## src/rtl/cpu_pkg.sv

```systemverilog
// Shared CPU datapath constants, ALU opcode encodings and the control bundle
// carried through the ID/EX stage.
package cpu_pkg;

    localparam int unsigned DATA_WIDTH     = 32;
    localparam int unsigned REG_ADDR_WIDTH = 5;
    localparam int unsigned ALUOP_WIDTH    = 3;

    typedef enum logic [2:0] {
        ALU_ADD = 3'd0,
        ALU_SUB = 3'd1,
        ALU_AND = 3'd2,
        ALU_OR  = 3'd3,
        ALU_XOR = 3'd4,
        ALU_SLL = 3'd5,
        ALU_SRL = 3'd6,
        ALU_SLT = 3'd7
    } aluop_e;

    // Side-effecting controls; all-zero means the instruction does nothing.
    typedef struct packed {
        logic writeenable;
        logic memread;
        logic memwrite;
    } ctrl_t;

    localparam ctrl_t NOP_CTRL = '{writeenable: 1'b0, memread: 1'b0, memwrite: 1'b0};

endpackage

```

## src/rtl/load_use_detect.sv

```systemverilog
// Flags a load in EX whose destination is a source of the instruction in ID.
module load_use_detect #(
    parameter int unsigned REG_ADDR_WIDTH = cpu_pkg::REG_ADDR_WIDTH
) (
    input  logic                      ex_memread,
    input  logic [REG_ADDR_WIDTH-1:0] ex_rd,
    input  logic [REG_ADDR_WIDTH-1:0] id_rs1,
    input  logic [REG_ADDR_WIDTH-1:0] id_rs2,
    output logic                      load_use
);

    logic rd_nonzero;
    logic rs_match;

    always_comb begin
        rd_nonzero = (ex_rd != '0);
        rs_match   = (ex_rd == id_rs1) || (ex_rd == id_rs2);
        load_use   = ex_memread && rd_nonzero && rs_match;
    end

endmodule

```

## src/rtl/id_ex_pipeline_reg.sv

```systemverilog
// ID/EX pipeline register with writeback bypass, load-use bubble insertion,
// branch flush (sticky across memory-busy freeze) and memory-busy hold.
module id_ex_pipeline_reg #(
    parameter int unsigned DATA_WIDTH     = cpu_pkg::DATA_WIDTH,
    parameter int unsigned REG_ADDR_WIDTH = cpu_pkg::REG_ADDR_WIDTH,
    parameter int unsigned ALUOP_WIDTH    = cpu_pkg::ALUOP_WIDTH
) (
    input  logic                      CLK,
    input  logic                      RESET,
    input  logic [DATA_WIDTH-1:0]     ID_PC,
    input  logic [DATA_WIDTH-1:0]     ID_DATA1,
    input  logic [DATA_WIDTH-1:0]     ID_DATA2,
    input  logic [DATA_WIDTH-1:0]     ID_IMM,
    input  logic [REG_ADDR_WIDTH-1:0] ID_RS1,
    input  logic [REG_ADDR_WIDTH-1:0] ID_RS2,
    input  logic [REG_ADDR_WIDTH-1:0] ID_RD,
    input  logic [ALUOP_WIDTH-1:0]    ID_ALUOP,
    input  logic                      ID_WRITEENABLE,
    input  logic                      ID_MEMREAD,
    input  logic                      ID_MEMWRITE,
    input  logic [REG_ADDR_WIDTH-1:0] WB_WRITEREG,
    input  logic [DATA_WIDTH-1:0]     WB_WRITEDATA,
    input  logic                      WB_WRITEENABLE,
    input  logic                      FLUSH,
    input  logic                      MEM_BUSY,
    output logic [DATA_WIDTH-1:0]     EX_PC,
    output logic [DATA_WIDTH-1:0]     EX_DATA1,
    output logic [DATA_WIDTH-1:0]     EX_DATA2,
    output logic [DATA_WIDTH-1:0]     EX_IMM,
    output logic [REG_ADDR_WIDTH-1:0] EX_RS1,
    output logic [REG_ADDR_WIDTH-1:0] EX_RS2,
    output logic [REG_ADDR_WIDTH-1:0] EX_RD,
    output logic [ALUOP_WIDTH-1:0]    EX_ALUOP,
    output logic                      EX_WRITEENABLE,
    output logic                      EX_MEMREAD,
    output logic                      EX_MEMWRITE,
    output logic                      HAZARD_STALL
);

    localparam logic [ALUOP_WIDTH-1:0] ALUOP_NOP = ALUOP_WIDTH'(cpu_pkg::ALU_ADD);

    logic [DATA_WIDTH-1:0]     pc_q,    pc_d;
    logic [DATA_WIDTH-1:0]     data1_q, data1_d;
    logic [DATA_WIDTH-1:0]     data2_q, data2_d;
    logic [DATA_WIDTH-1:0]     imm_q,   imm_d;
    logic [REG_ADDR_WIDTH-1:0] rs1_q,   rs1_d;
    logic [REG_ADDR_WIDTH-1:0] rs2_q,   rs2_d;
    logic [REG_ADDR_WIDTH-1:0] rd_q,    rd_d;
    logic [ALUOP_WIDTH-1:0]    aluop_q, aluop_d;
    cpu_pkg::ctrl_t            ctrl_q,  ctrl_d;
    logic                      flush_pending_q, flush_pending_d;

    logic load_use;
    logic bubble;
    logic bypass1;
    logic bypass2;

    load_use_detect #(
        .REG_ADDR_WIDTH (REG_ADDR_WIDTH)
    ) u_load_use_detect (
        .ex_memread (ctrl_q.memread),
        .ex_rd      (rd_q),
        .id_rs1     (ID_RS1),
        .id_rs2     (ID_RS2),
        .load_use   (load_use)
    );

    // Next-state: busy holds everything, otherwise load ID with optional bubble.
    always_comb begin
        pc_d            = pc_q;
        data1_d         = data1_q;
        data2_d         = data2_q;
        imm_d           = imm_q;
        rs1_d           = rs1_q;
        rs2_d           = rs2_q;
        rd_d            = rd_q;
        aluop_d         = aluop_q;
        ctrl_d          = ctrl_q;
        flush_pending_d = flush_pending_q;

        bubble  = FLUSH || flush_pending_q || load_use;
        // reg_file writes on the same edge, so its read ports still show stale data
        bypass1 = WB_WRITEENABLE && (WB_WRITEREG != '0) && (WB_WRITEREG == ID_RS1);
        bypass2 = WB_WRITEENABLE && (WB_WRITEREG != '0) && (WB_WRITEREG == ID_RS2);

        if (MEM_BUSY) begin
            if (FLUSH) begin
                flush_pending_d = 1'b1;
            end
        end else begin
            pc_d            = ID_PC;
            data1_d         = bypass1 ? WB_WRITEDATA : ID_DATA1;
            data2_d         = bypass2 ? WB_WRITEDATA : ID_DATA2;
            imm_d           = ID_IMM;
            rs1_d           = ID_RS1;
            rs2_d           = ID_RS2;
            flush_pending_d = 1'b0;
            if (bubble) begin
                ctrl_d  = cpu_pkg::NOP_CTRL;
                rd_d    = '0;
                aluop_d = ALUOP_NOP;
            end else begin
                ctrl_d.writeenable = ID_WRITEENABLE;
                ctrl_d.memread     = ID_MEMREAD;
                ctrl_d.memwrite    = ID_MEMWRITE;
                rd_d               = ID_RD;
                aluop_d            = ID_ALUOP;
            end
        end
    end

    always_ff @(posedge CLK or posedge RESET) begin
        if (RESET) begin
            pc_q            <= '0;
            data1_q         <= '0;
            data2_q         <= '0;
            imm_q           <= '0;
            rs1_q           <= '0;
            rs2_q           <= '0;
            rd_q            <= '0;
            aluop_q         <= '0;
            ctrl_q          <= cpu_pkg::NOP_CTRL;
            flush_pending_q <= 1'b0;
        end else begin
            pc_q            <= pc_d;
            data1_q         <= data1_d;
            data2_q         <= data2_d;
            imm_q           <= imm_d;
            rs1_q           <= rs1_d;
            rs2_q           <= rs2_d;
            rd_q            <= rd_d;
            aluop_q         <= aluop_d;
            ctrl_q          <= ctrl_d;
            flush_pending_q <= flush_pending_d;
        end
    end

    // A pending or current flush already squashes the dependent instruction.
    always_comb begin
        HAZARD_STALL = !RESET && load_use && !FLUSH && !flush_pending_q && !MEM_BUSY;
    end

    assign EX_PC          = pc_q;
    assign EX_DATA1       = data1_q;
    assign EX_DATA2       = data2_q;
    assign EX_IMM         = imm_q;
    assign EX_RS1         = rs1_q;
    assign EX_RS2         = rs2_q;
    assign EX_RD          = rd_q;
    assign EX_ALUOP       = aluop_q;
    assign EX_WRITEENABLE = ctrl_q.writeenable;
    assign EX_MEMREAD     = ctrl_q.memread;
    assign EX_MEMWRITE    = ctrl_q.memwrite;

endmodule

```

## config.mk

```make
export PLATFORM = sky130hd
export DESIGN_NAME = id_ex_pipeline_reg
export DESIGN_NICKNAME = d
export VERILOG_FILES = /design/src/rtl/cpu_pkg.sv /design/src/rtl/load_use_detect.sv /design/src/rtl/id_ex_pipeline_reg.sv
export SDC_FILE = /design/constraint.sdc
export NUM_CORES = 1
export LEC_CHECK = 0
export CORE_ASPECT_RATIO = 1.5
export CORE_MARGIN = 3
export CORE_UTILIZATION = 41
export CTS_CLUSTER_SIZE = 30
export DETAILED_ROUTE_END_ITERATION = 8
export GPL_ROUTABILITY_DRIVEN = 0
export GPL_TIMING_DRIVEN = 0
export PLACE_DENSITY = 0.83
export SLEW_MARGIN = 20
export SYNTH_ARGS = -nofsm -noshare
export SYNTH_HDL_FRONTEND = slang
export SYNTH_SLANG_ARGS = --single-unit
export TNS_END_PERCENT = 100
```

## constraint.sdc

```tcl
create_clock -name CLK -period 7.98 [get_ports CLK]
set_input_delay 1.995 -clock CLK [delete_from_list [all_inputs] [get_ports CLK]]
set_output_delay 1.995 -clock CLK [all_outputs]
set_load 0.03 [all_outputs]
```

After elaboration in Yosys (flattened, before gate mapping)
Index checks and enable logic that the tools add are counted.
Widths: inputs -> output; s select.
{"block": "totals", "word_cells": 42, "out_inout_bits": 150, "ff_bits": 150}
{"block": "op_classes", "mux": 7, "eq_ne": 5, "reduce_logical": 18}
{"op": "$mux 32", "count": 2}
{"op": "$eq 5x5->1", "count": 4}
{"op": "$reduce_bool 5->1", "count": 2}
{"op": "$logic_and 1x1->1", "count": 9}
{"op": "$mux 3", "count": 2}
{"op": "$mux 5", "count": 1}
{"op": "$logic_not 1->1", "count": 4}
{"op": "$logic_or 1x1->1", "count": 3}
{"op": "$mux 1", "count": 2}
{"op": "$ne 2x2->1 const B", "count": 1}

Depth between registers and ports, before layout
{"block": "depth", "ltp_word": 7, "ltp_mapped": 6, "ltp_nobuf": 4}

Cells and area by module
From an unflattened synthesis, not the netlist that was laid out.
{"block": "hier_totals", "cells_unflattened": 555, "hier_area_um2": 6911.6}
{"module": "id_ex_pipeline_reg", "seq_area_each_um2": 3753.6, "instances": 1, "cells_per_inst": 538, "area_per_inst_um2": 6786.5}
{"module": "load_use_detect", "seq_area_each_um2": 0.0, "instances": 1, "cells_per_inst": 17, "area_per_inst_um2": 125.1}

Least setup slack after synthesis
No wires, ideal clock.
{"block": "synth_timing", "path_type": "input to output", "from": "in RESET", "to": "out HAZARD_STALL", "t_arrival_ns": 5.854, "stages": 2, "setup_slack_ns": 0.131, "path_cell_list": "inv_1 -> and4b_1"}
{"block": "synth_via", "elab_chain_len": 5}
{"item": "start: declaration", "line_no": "id_ex_pipeline_reg.sv:9", "text": "input logic RESET,"}
{"item": "$logic_not 1->1", "line_no": "id_ex_pipeline_reg.sv:140", "text": "HAZARD_STALL = !RESET && load_use && !FLUSH && !flush_pending_q && !MEM_BUSY;"}
{"item": "$logic_and 1x1->1 (4 in series)", "line_no": "id_ex_pipeline_reg.sv:140"}
{"item": "end: declaration", "line_no": "id_ex_pipeline_reg.sv:37", "text": "output logic HAZARD_STALL"}
Every way passes these cells.

Final worst setup path
Same ends and word-level chain as after synthesis.

==> impl_results.rst <==
.. list-table::
   :header-rows: 1

   * - Metric
     - Value
   * - Status
     - complete, no violations
   * - Area added between synthesis and finish
     - 60.3%
   * - Critical path launch point type
     - input pin
   * - Count of routing violations after the opening detailed-route iteration
     - 386
   * - Clk Tree Root Cell
     - clkbuf_16
   * - Sum of routed wire length over all layers
     - 24.6 mm
   * - Crit end category
     - output pin
   * - Clock tree from TritonCTS
     - built
   * - Fraction of layout cells with a size suffix above 1
     - 16.0%
   * - Yosys warnings
     - 0
   * - Reg-to-reg slack, setup
     - 6210 ps
   * - Leading cell types in the layout, fill and taps excluded
     - clkdlybuf4s50_1 (339), dfrtp_1 (150), mux2_2 (74)
   * - Pin count of the biggest net entering global routing
     - 101
   * - Number of cells on the worst hold path
     - 1
   * - Hold_ws
     - 503 ps
   * - Average detailed-routed wire length per instance
     - 21.1 um
   * - Highest-delay cell along the critical path
     - clkdlybuf4s50_1
   * - Met3 capacity usage during global routing
     - 6.83%
   * - Critical Setup Path Class
     - in2out
   * - Cell area reported after detailed placement
     - 10800 sq um
   * - Most frequent cell on the critical path
     - clkdlybuf4s50_1
   * - Critical-path cell list
     - clkdlybuf4s50_1, inv_8, buf_16, and4b_1, clkdlybuf4s50_1
   * - GRT Util Overall
     - 25.8%
   * - GRT met1 Usage
     - 29.3%
   * - Instance count after placement with tap cells included
     - 1130
   * - Count of TritonRoute iterations in the first routing pass
     - 5
   * - Final Hold Violating Endpoints
     - 0
   * - Actual transition at the worst max-transition pin
     - 655 ps
   * - Worst supply voltage drop on vdd
     - 0.154 mV
   * - Fraction of the cycle the final worst path needs
     - 78.5%
   * - Required time of the critical path
     - 5990 ps
   * - Critical hold path startpoint
     - EX_PC[2]$_DFFE_PP0N_
   * - CTS Hold Bufs
     - 0
   * - Filler Cell Count
     - 1275
   * - Peak-usage layer in the global routing report
     - met2
   * - RSZ-0062 raised after global routing
     - false
   * - Synthesized flop and latch total
     - 150
   * - Via count
     - 6268
   * - Post-synthesis area per instance
     - 12.3 sq um
   * - Delay of the slowest cell on the worst path
     - 670 ps
   * - Final count of negative-setup-slack endpoints
     - 0
   * - Worst hold path endpoint
     - EX_PC[2]$_DFFE_PP0N_
   * - I/O pin total
     - 341
   * - Post-cts sizing count
     - 0
   * - Net Count, Synth
     - 771
   * - Source-to-sink clock delay at the later pin of the worst-skew pair
     - 410 ps
   * - FF/Latch Area
     - 3750 sq um
   * - Chip Width
     - 114 um
   * - Arrival time at the worst endpoint
     - 4270 ps
   * - Part of the Yosys area used for sequential elements
     - 52.8%
   * - Leakage Power
     - 4.49 nW
   * - Number of distinct standard cells referenced by the synthesized netlist
     - 30
   * - Number of antenna violations at the first check in global routing
     - 0
   * - Worst r2r path cells
     - 5
   * - DRC viols
     - 0
   * - Endpoint of the lowest-slack register-to-register path
     - EX_WRITEENABLE$_DFFE_PP0N_
   * - Wire length of the first global-routing pass
     - 38.1 mm
   * - Fmax achieved
     - 160 MHz
   * - Count of max-cap constraint violations
     - 0
   * - Die height
     - 167 um
   * - Synthesized instance count
     - 580
   * - Die footprint
     - 19000 sq um
   * - Nets
     - 1130
   * - Ant. Diodes
     - 0
   * - Number of rows in the core area
     - 58
   * - Final cell area excluding filler cells
     - 11400 sq um
   * - Critical R2R Launch
     - EX_RD[3]$_DFFE_PP0N_
   * - Type of the tightest min-delay check
     - reg2reg
   * - Core Box Area
     - 16900 sq um
   * - Max-slew headroom
     - 56.4%
   * - Via count of the first global-routing pass
     - 6781
   * - Total clock buffers created by CTS
     - 17
   * - Routing usage on met2
     - 46.6%
   * - Clock-pin slew of the registers on the worst-case setup and hold paths
     - 60 ps
   * - Pwr dens
     - 207 nW/um^2
   * - Number of buffers inserted by port buffering
     - 339
   * - Proportion of netlist area held by the largest area contributor
     - 52.8%
   * - Top cells by area in the synthesized netlist
     - dfrtp_1 (53%), mux2_2 (12%), a221o_1 (9.0%), nor4_1 (5.6%), nor2b_1 (5.5%)
   * - Avg Vias per Cell
     - 5.39
   * - Final cell utilization of the core
     - 67.4%
   * - Max Transition Viols Final
     - 0
   * - Post-layout minimum cycle time
     - 6260 ps
   * - Total area of multi-input combinational cells
     - 2890 sq um
   * - Final Skew
     - 4.32 ps
   * - Post-CTS setup buffers
     - 0
   * - Biggest area consumer among synthesized cells
     - dfrtp_1
   * - Residual antenna-violating net count after detailed routing
     - 0
   * - Clock net sink count
     - 150
   * - Peak fanout along the critical path
     - 100
   * - H-tree depth
     - 4
   * - Initial standard-cell utilization of the core
     - 42.1%
   * - Post-route insts no fill
     - 1162
   * - Most frequent standard cell in the layout excluding fill and tap cells
     - clkdlybuf4s50_1
   * - Clock Path Buffers
     - 2
   * - GRT Residual Overflow
     - 0
   * - Synth Cell Area
     - 7110 sq um
   * - Post-detailed-placement half-perimeter wirelength
     - 18.6 mm
   * - Origin of the worst setup path
     - RESET
registers in the layout, summed over array words and instances, names as in the netlist:
register and flops:
EX_RD 5, EX_MEMREAD 1, EX_IMM 32, EX_DATA2 32
EX_ALUOP 3, EX_RS2 5, EX_RS1 5, EX_DATA1 32
EX_PC 32, EX_MEMWRITE 1, flush_pending_q 1, EX_WRITEENABLE 1
metrics by stage:
step | power, W | setup WS [ps] | TNS [ps]
global placement | 0.00154 | -2130 | -34170
detailed placement | 0.00155 | 1680 | 0
finish | 0.00236 | 1720 | 0
global route | 0.00246 | 1560 | 0
CTS | 0.00238 | 1670 | 0
floorplan | 0.00123 | 131 | 0
power by group:
part,internal [W],total (W),switching [W]
Clock,0.000483,0.000828,0.000345
Combinational,0.000317,0.000651,0.000334
Sequential,0.000838,0.000886,0.0000483
cells by family (layout without fill, tap and decap cells):
| logic type | Yosys count | count (layout) | share of synthesized area [%] |
|---|---|---|---|
| AOI/OAI and AO/OA | 89 | 89 | 11.5 |
| xor gates and xnor gates | 20 | 20 | 2.46 |
| buffers and inverters | 60 | 432 | 6.60 |
| DFF | 150 | 150 | 52.8 |
| muxes | 74 | 74 | 11.7 |
| and+or+nand+nor | 187 | 187 | 14.9 |
final cells by class:
type                            count  area share [%]
Multi-Input combinational cell    370            25.3
Clock inverter                     12            1.25
Timing Repair Buffer              340            30.0
Sequential cell                   150            32.9
Clock buffer                       20            4.01
Inverter                            2           0.132
Tap cell                          210            2.30
Buffer                             58            4.05
critical path, delay by kind of cell:
kind / cells / cell delay, ps
simple gates: 1 / 280
buf+inv: 4 / 1920
cells in the mapped netlist, drive strengths merged:
| cell | number |
|---|---|
| nand2 | 47 |
| nor2 | 2 |
| nand3 | 4 |
| nor4 | 64 |
| clkbuf | 22 |
| or4 | 2 |
| mux2 | 74 |
| inv | 2 |
| or3 | 2 |
| a32oi | 11 |
| buf | 36 |
| o22ai | 1 |
| dfrtp | 150 |
| xnor2 | 20 |
| and4b | 1 |
| a221o | 64 |
| nor2b | 63 |
| and2b | 1 |
| nor3 | 1 |
| o21ai | 13 |
routing by layer:
| layer | vias up | wire, um |
|---|---|---|
| met5 | - | 0 |
| met4 | 0 | 597 |
| met3 | 37 | 1670 |
| met2 | 274 | 13000 |
| met1 | 3065 | 9260 |
| li1 | 2892 | - |
worst max-delay path by stage:
stage,slack [ps],cells after the start,endpoint
after floorplan,130,2,HAZARD_STALL
after detailed placement,1680,5,HAZARD_STALL
after CTS,1670,5,HAZARD_STALL
final,1720,5,HAZARD_STALL
after global placement,-2130,4,HAZARD_STALL
after global routing,1560,5,HAZARD_STALL
No activity file was read; power rests on OpenSTA's default activity.
